File: src/rtl/mips_pkg.sv
// Shared MIPS constants: opcodes, loader bundle kinds, loader states.
// Imported by the instruction packer, the loader and the core decoder.
package mips_pkg;

    localparam logic [5:0] OP_RTYPE = 6'h00;
    localparam logic [5:0] OP_LW    = 6'h23;
    localparam logic [5:0] OP_SW    = 6'h2B;
    localparam logic [5:0] OP_ADDI  = 6'h08;
    localparam logic [5:0] OP_BEQ   = 6'h04;

    localparam logic [2:0] KIND_R    = 3'd0;
    localparam logic [2:0] KIND_LW   = 3'd1;
    localparam logic [2:0] KIND_SW   = 3'd2;
    localparam logic [2:0] KIND_ADDI = 3'd3;
    localparam logic [2:0] KIND_BEQ  = 3'd4;

    typedef enum logic {
        S_IDLE,
        S_REQ
    } ldr_state_e;

endpackage

File: src/rtl/mips_instr_pack.sv
// Combinational packer: kind + fields -> 32-bit MIPS word, legal flag.
// Ports: kind, rs, rt, rd, shamt, funct, imm in; word, legal out.
module mips_instr_pack
    import mips_pkg::*;
(
    input  logic [2:0]  kind,
    input  logic [4:0]  rs,
    input  logic [4:0]  rt,
    input  logic [4:0]  rd,
    input  logic [4:0]  shamt,
    input  logic [5:0]  funct,
    input  logic [15:0] imm,
    output logic [31:0] word,
    output logic        legal
);

    always_comb begin
        word  = '0;
        legal = 1'b1;
        unique case (1'b1)
            (kind == KIND_R):
                word = {OP_RTYPE, rs, rt, rd, shamt, funct};
            (kind == KIND_LW):
                word = {OP_LW, rs, rt, imm};
            (kind == KIND_SW):
                word = {OP_SW, rs, rt, imm};
            (kind == KIND_ADDI):
                word = {OP_ADDI, rs, rt, imm};
            (kind == KIND_BEQ):
                word = {OP_BEQ, rs, rt, imm};
            default:
                legal = 1'b0;
        endcase
    end

endmodule

File: src/rtl/mips_imem_loader.sv
// Streams field bundles in, packs them, writes consecutive imem words.
// Ports: in_* valid/ready stream, imem_* req/gnt write, count/full/err_*.
module mips_imem_loader
    import mips_pkg::*;
#(
    parameter int ADDR_W    = 8,
    parameter int DEPTH     = 256,
    parameter int BASE_ADDR = 0
) (
    input  logic              clk,
    input  logic              rst_n,
    input  logic              clear,
    input  logic              in_valid,
    output logic              in_ready,
    input  logic [2:0]        in_kind,
    input  logic [4:0]        in_rs,
    input  logic [4:0]        in_rt,
    input  logic [4:0]        in_rd,
    input  logic [4:0]        in_shamt,
    input  logic [5:0]        in_funct,
    input  logic [15:0]       in_imm,
    output logic              imem_req,
    input  logic              imem_gnt,
    output logic [ADDR_W-1:0] imem_addr,
    output logic [31:0]       imem_wdata,
    output logic [ADDR_W:0]   count,
    output logic              full,
    output logic              err_illegal,
    output logic              err_overflow
);

    localparam logic [ADDR_W:0]   DEPTH_C = (ADDR_W+1)'(DEPTH);
    localparam logic [ADDR_W-1:0] BASE_C  = ADDR_W'(BASE_ADDR);

    ldr_state_e        state_q, state_d;
    logic              req_q, req_d;
    logic [ADDR_W-1:0] addr_q, addr_d;
    logic [31:0]       wdata_q, wdata_d;
    logic [ADDR_W:0]   count_q, count_d;
    logic              ill_q, ill_d;
    logic              ovf_q, ovf_d;
    logic              pend_q, pend_d;

    logic [31:0]       word;
    logic              legal;
    logic              accept;

    mips_instr_pack u_pack (
        .kind  (in_kind),
        .rs    (in_rs),
        .rt    (in_rt),
        .rd    (in_rd),
        .shamt (in_shamt),
        .funct (in_funct),
        .imm   (in_imm),
        .word  (word),
        .legal (legal)
    );

    assign full     = (count_q == DEPTH_C);
    assign in_ready = (state_q == S_IDLE) && !full && !clear;
    assign accept   = in_valid && in_ready;

    always_comb begin
        state_d = state_q;
        req_d   = req_q;
        addr_d  = addr_q;
        wdata_d = wdata_q;
        count_d = count_q;
        ill_d   = ill_q;
        ovf_d   = ovf_q;
        pend_d  = pend_q;
        unique case (state_q)
            S_IDLE: begin
                if (clear) begin
                    count_d = '0;
                    addr_d  = BASE_C;
                    ill_d   = 1'b0;
                    ovf_d   = 1'b0;
                end else if (in_valid && full) begin
                    ovf_d = 1'b1;
                end else if (accept) begin
                    if (legal) begin
                        wdata_d = word;
                        addr_d  = BASE_C + count_q[ADDR_W-1:0];
                        state_d = S_REQ;
                        req_d   = 1'b1;
                    end else begin
                        ill_d = 1'b1;
                    end
                end
            end
            S_REQ: begin
                if (clear) begin
                    pend_d = 1'b1;
                end
                if (imem_gnt) begin
                    state_d = S_IDLE;
                    req_d   = 1'b0;
                    // A clear seen during the write lands as we go idle.
                    if (pend_q || clear) begin
                        count_d = '0;
                        addr_d  = BASE_C;
                        ill_d   = 1'b0;
                        ovf_d   = 1'b0;
                        pend_d  = 1'b0;
                    end else if (!full) begin
                        count_d = count_q + 1'b1;
                    end
                end
            end
            default: begin
                state_d = S_IDLE;
                req_d   = 1'b0;
            end
        endcase
    end

    always_ff @(posedge clk or negedge rst_n) begin
        if (!rst_n) begin
            state_q <= S_IDLE;
            req_q   <= 1'b0;
            addr_q  <= BASE_C;
            wdata_q <= '0;
            count_q <= '0;
            ill_q   <= 1'b0;
            ovf_q   <= 1'b0;
            pend_q  <= 1'b0;
        end else begin
            state_q <= state_d;
            req_q   <= req_d;
            addr_q  <= addr_d;
            wdata_q <= wdata_d;
            count_q <= count_d;
            ill_q   <= ill_d;
            ovf_q   <= ovf_d;
            pend_q  <= pend_d;
        end
    end

    assign imem_req     = req_q;
    assign imem_addr    = addr_q;
    assign imem_wdata   = wdata_q;
    assign count        = count_q;
    assign err_illegal  = ill_q;
    assign err_overflow = ovf_q;

endmodule

File: config.mk
export PLATFORM = sky130hd
export DESIGN_NAME = mips_imem_loader
export DESIGN_NICKNAME = d
export VERILOG_FILES = /design/src/rtl/mips_pkg.sv /design/src/rtl/mips_instr_pack.sv /design/src/rtl/mips_imem_loader.sv
export SDC_FILE = /design/constraint.sdc
export NUM_CORES = 1
export LEC_CHECK = 0
export ABC_AREA = 0
export BUFFER_PORTS_ARGS = -buffer_cell sky130_fd_sc_hd__clkbuf_2
export CAP_MARGIN = 15
export CORE_ASPECT_RATIO = 1.5
export CORE_MARGIN = 1
export CORE_UTILIZATION = 50
export DETAILED_ROUTE_END_ITERATION = 12
export PLACE_DENSITY = 0.81
export SYNTH_ARGS = -nofsm -noshare
export SYNTH_HDL_FRONTEND = slang
export SYNTH_HIERARCHICAL = 1
export SYNTH_SLANG_ARGS = --single-unit
File: constraint.sdc
create_clock -name clk -period 2.64 [get_ports clk]
set_clock_uncertainty 0.2 [all_clocks]
set_input_delay 0.396 -clock clk [delete_from_list [all_inputs] [get_ports clk]]
set_output_delay 0.396 -clock clk [all_outputs]
set_load 0.01 [all_outputs]
* Word level (Yosys, flattened, before mapping) *
Index checks and enable logic that the tools add are counted.

cells by class
  mux-type cells = 39
  equality and inequality tests = 18
  shift operators = 0
  bitwise logic cells = 3
  div/mod/pow operators = 0
  multiply operators = 0
  reduce and logical (&&, ||, !) cells = 15
  add/subtract/negate cells = 1
  magnitude comparators = 0

operator list
  operator             number
  $pmux 32 s5          1
  $mux 8               6
  $mux 9               4
  $mux 1               22
  $reduce_and 5->1     4
  $pmux 9 s2           1
  $pmux 8 s2           1
  $ne 2x2->1 const B   6
  $ne 3x3->1 const B   4
  $add 9x1->9 const B  1
  $eq 9x9->1 const B   1
  $pmux 1 s2           4
  $eq 3x2->1 const B   2
  $ne 3x2->1 const B   2
  $reduce_and 3->1     2
  $reduce_or 5->1      1
  $logic_and 1x1->1    4
  $eq 3x1->1 const B   1
  $eq 3x3->1 const B   1
  $logic_not 3->1      1
  $not 1->1            3
  $logic_not 1->1      2
  $ne 2x1->1 const B   1
  $logic_or 1x1->1     1

storage, ports and cells
  register bits after elaboration = 54
  input bits = 50
  bits in latches = 0
  memory bits (writable) = 0
  word-level logic and storage cells = 84
  output and inout bits = 54
  memories = 0
  bits in read-only memories = 0

* Depth between registers and ports, before layout *
  word-level depth = 9
  gate-level depth with buffers = 8

* Cells and area by module *
The synthesis kept the hierarchy.

modules (own cells, without submodules)
  module            cells an instance  instances  area an instance (sq um)
  mips_imem_loader  184                1          2332.2
  mips_instr_pack   76                 1          603.1

* Worst setup path before layout *
Ideal clock, no wire load.

  kind = in2reg
  start point = in in_kind[2]
  end point = reg wdata_q[10], in the netlist imem_wdata[10]
  data required time = 2.315 ns
  arrival time = 1.982 ns
  slack = 0.334 ns
  path buffers = 4
  stages on the path = 8
  setup time = 0.125 ns
  path through = buf_2 o21ai_0 clkbuf_1 and4bb_2 a21boi_1 buf_4 buf_6 mux2_2

between the ends
  word-level cells in the longest chain between the ends = 4
  elaborated cells on any way between the ends = 9

RTL lines
  element                                   line                     text
  from (decl)                               mips_imem_loader.sv:15   input logic [2:0] in_kind,
  $eq 3x3->1, or another cell as far along  mips_instr_pack.sv:29    (kind == KIND_BEQ):
  $reduce_or 5->1 (no line) (*)             --
  $mux 1 (*)                                mips_instr_pack.sv:20    unique case (1'b1)
  net legal                                 mips_imem_loader.sv:45   logic legal;
  $reduce_and 5->1 (no line) (*)            --
  to (signal assigned)                      mips_imem_loader.sv:133  wdata_q <= wdata_d;
  to (decl)                                 mips_imem_loader.sv:38   logic [31:0] wdata_q, wdata_d;

The timed path passes the listed nets; every way through them passes the cells marked *.
A chain may end at the register's enable or synchronous reset.

* Worst setup path after layout *
  start point = reg count_q[0], in the netlist count[0]
  end point = out in_ready

between the ends
  word-level cells in the longest chain between the ends = 4

RTL lines
  element                         line                     text
  from (decl)                     mips_imem_loader.sv:39   logic [ADDR_W:0] count_q, count_d;
  from (signal assigned)          mips_imem_loader.sv:134  count_q <= count_d;
  $eq 9x9->1                      mips_imem_loader.sv:60   assign full = (count_q == DEPTH_C);
  $logic_not 1->1                 --
  $logic_and 1x1->1 (2 in a row)  mips_imem_loader.sv:61   assign in_ready = (state_q == S_IDLE) && !full && !clear;
  to (decl)                       mips_imem_loader.sv:14   output logic in_ready,

No other way between the ends.

==> out/qor.txt <==
status: finished clean
I/O pins: 104
Initial DRC Count: 116
Hold/Removal Path Class: in -> reg
worst hold margin: 0.1641 ns
Min Clock Period, post-route: 2.480 ns
number of synthesized flops with an enable pin: 0
root buf cell: clkbuf_8
Slew @ Worst Pin: 0.5610 ns
Final Hold Violating Endpoints: 0
layout cells sized above 1: 0.4242
switching share of total power: 0.2905
drt total wl: 6.617 mm
Compound-Gate Fraction of Synth Area: 0.09633
Final Instance Area: 0.003611 mm^2
initial core utilization: 0.5266
total number of vias: 2371
Ant. Diodes: 0
buffer depth of the longest clock path: 2
Placed Area: 0.003496 mm^2
vias in the first global route: 2333
r2r endpoint: imem_wdata[25]
Crit path arrival time: 1.88 ns
Hold Path End: pend_q
number of port buffers: 103
Reg power frac: 0.501
P_sw: 0.0006010 W
mux cell area share after synthesis: 0.2455
gr usage total: 0.2244
Worst R2R Setup Slack: 0.41 ns
crit path kind: reg -> out
maxcap violations: 0
Worst path slowest cell: dfrtp_1
Worst R2R Start: count[0]
GPL Wtd Cong: 0.8551
mapped cell area: 0.002935 mm^2
number of synthesized register bits: 54
Hold Path Depth: 2
post-CTS setup buffers: 0
XOR/XNOR share of the synthesized area: 0.002984
CTS HTree Levels: 2
Remaining DRCs: 0
combinational fraction of design power: 0.257
largest net degree at the start of global routing: 36
Synth-to-Final Area Change: 23.02%
CP required: 2.04 ns
Distinct cells, synth: 41
pwr/cell area: 572.9 mW/mm^2
worst path bufs/invs: 2
startpoint types: register
HPWL Detailed: 4.918 mm
CP max FO: 7
Post-Syn Nets: 312
post-DR wirelength/cell: 15.28 um
Die Y: 95.84 um
top_reg_cell synth: dfrtp_1
min-delay src: imem_gnt
grt total ovfl: 0
clock power share: 0.242
CTS tree: done
Pleak: 1.869 nW
Post-Syn Instances: 260
Final setup viols: 0
Die X: 64.56 um
reg2reg path depth: 6
largest stage delay on the critical path: 0.46 ns
period utilization: 0.9395
die area: 0.006187 mm^2
nets: 414
CTS Buf Count: 5
Antenna Nets Post-Route: 0
antenna violations before repair: 0
Rel. slew slack: 0.6232
Worst Setup End Kind: primary output
power after layout: 0.002069 W
Max Freq: 403.2 MHz
Vias/cell: 5.476
Pint: 0.001468 W
CTS resizes: 0
clock latency on the worst-skew pair: 0.30 ns
number of core rows: 33
CP top delay family: simple AND/OR/NAND/NOR gates
first-pass iteration count of the detailed router: 5
CTS Hold Bufs: 1
Post-Route Setup TNS: 0 ns
Synth Warn #: 6
simple-gate share of the synthesized area: 0.1279
total core area: 0.005574 mm^2
largest family of logic cells by synthesized area: multiplexers
Worst-path clk slew: 0.10 ns
Slew Limit Fails: 0
RSZ-0062 raised after global routing: no
register area share after synthesis: 0.4604
asr flop ratio synth: 1.000
Adder-Cell Fraction of Synth Area: 0.008525
first-pass GRT wire length: 10.63 mm
worst path cell trace: inv_1 -> ha_1 -> and4bb_1 -> and2_1 -> nor3_1 -> clkbuf_2
# clock sinks: 54
Max VDD drop: 0.3423 mV
Post-Synthesis Mean Instance Area: 11.29 um^2
[placed cells by master, fill, tap and decap left out, types with 9 or more instances in the layout]
cell type	count
o21ai_0	20
clkbuf_2	103
mux2_2	29
nand2b_1	17
a21oi_1	11
mux2i_1	36
and2_1	11
dfrtp_1	54
nand2_1	9
buf_4	9
[flip-flops by register name, indices dropped and copies added, names as in the netlist]
register and cells:
state_q 1, imem_wdata 32, pend_q 1, imem_req 1, err_illegal 1, imem_addr 8
count 9, err_overflow 1
[layout make-up]
cell class | instances | area, um^2
well taps | 70 | 87.58
clock inverters | 1 | 8.758
repair buffers | 114 | 613.1
clock buffers | 7 | 96.34
inverters | 7 | 26.28
fillers | 455 | 1963
multi-input cells | 180 | 1428
flip-flops and latches | 54 | 1351
[routing by layer]
layer / part of all wire / vias to the layer above / GRT usage
li1: - / 1125 / -
met1: 0.40 / 1135 / 0.2577
met5: 0 / - / 0
met2: 0.51 / 101 / 0.4070
met4: 0.016 / 0 / 0.07593
met3: 0.069 / 10 / 0.05095
[metrics by stage]
step | worst slack, ns | utilization | instances
after floorplan | 0.3337 | - | 260
after global placement | 0.2816 | 0.6272 | 424
after detailed placement | 0.2351 | 0.6272 | 424
after CTS | 0.1685 | 0.6478 | 433
after global routing | 0.04483 | 0.6478 | 433
final | 0.1598 | 0.6478 | 433
[Yosys cell counts (2+ instances only)]
| master | count | area, um^2 |
|---|---|---|
| a221oi_1 | 2 | 17.52 |
| or4_1 | 4 | 30.03 |
| nor2_1 | 4 | 15.01 |
| buf_2 | 4 | 20.02 |
| mux2_1 | 3 | 33.78 |
| inv_1 | 7 | 26.28 |
| and2_1 | 11 | 68.82 |
| o31ai_1 | 4 | 30.03 |
| nand2_1 | 9 | 33.78 |
| mux2i_1 | 36 | 360.4 |
| mux2_2 | 29 | 326.6 |
| nand2b_1 | 17 | 106.4 |
| nand4_1 | 2 | 12.51 |
| nand3_1 | 4 | 20.02 |
| ha_1 | 2 | 25.02 |
| o21ai_0 | 20 | 100.1 |
| nor2b_1 | 2 | 12.51 |
| dfrtp_1 | 54 | 1351 |
| buf_6 | 4 | 45.04 |
| or3_1 | 2 | 12.51 |
| a21oi_1 | 11 | 55.05 |
| o2bb2ai_1 | 2 | 17.52 |
| buf_4 | 5 | 37.54 |
| clkbuf_1 | 5 | 18.77 |
[worst max-delay path by stage]
stage	start	slack (ns)	cells after the start	to
5_1_grt	count[0]	0.04	6	in_ready
2_1_floorplan	in_kind[2]	0.33	8	imem_wdata[10]
3_5_place_dp	in_kind[1]	0.24	6	imem_wdata[25]
4_1_cts	count[0]	0.17	6	in_ready
3_3_place_gp	in_kind[1]	0.28	6	imem_wdata[21]
6_report	count[0]	0.16	6	in_ready
[cells by family (layout without fill, tap and decap cells)]
family / count (synthesis) / in the layout
multiplexers: 68 / 68
AND/OR/NAND/NOR: 61 / 61
flip-flops: 54 / 54
AO/OA/AOI/OAI: 47 / 47
buffers and inverters: 26 / 129
adder cells (fa/ha/maj): 2 / 2
other: 1 / 1
XOR/XNOR: 1 / 1
[power groups by stage]
stage / combinational (W) / sequential (W) / clock, W
floorplan: 0.000248 / 0.00110 / 0
global placement: 0.000517 / 0.00105 / 0
detailed placement: 0.000535 / 0.00105 / 0
CTS: 0.000537 / 0.00104 / 0.000514
global route: 0.000577 / 0.00105 / 0.000552
finish: 0.000531 / 0.00104 / 0.000501
Note: power is estimated with default switching activity, not from simulation.
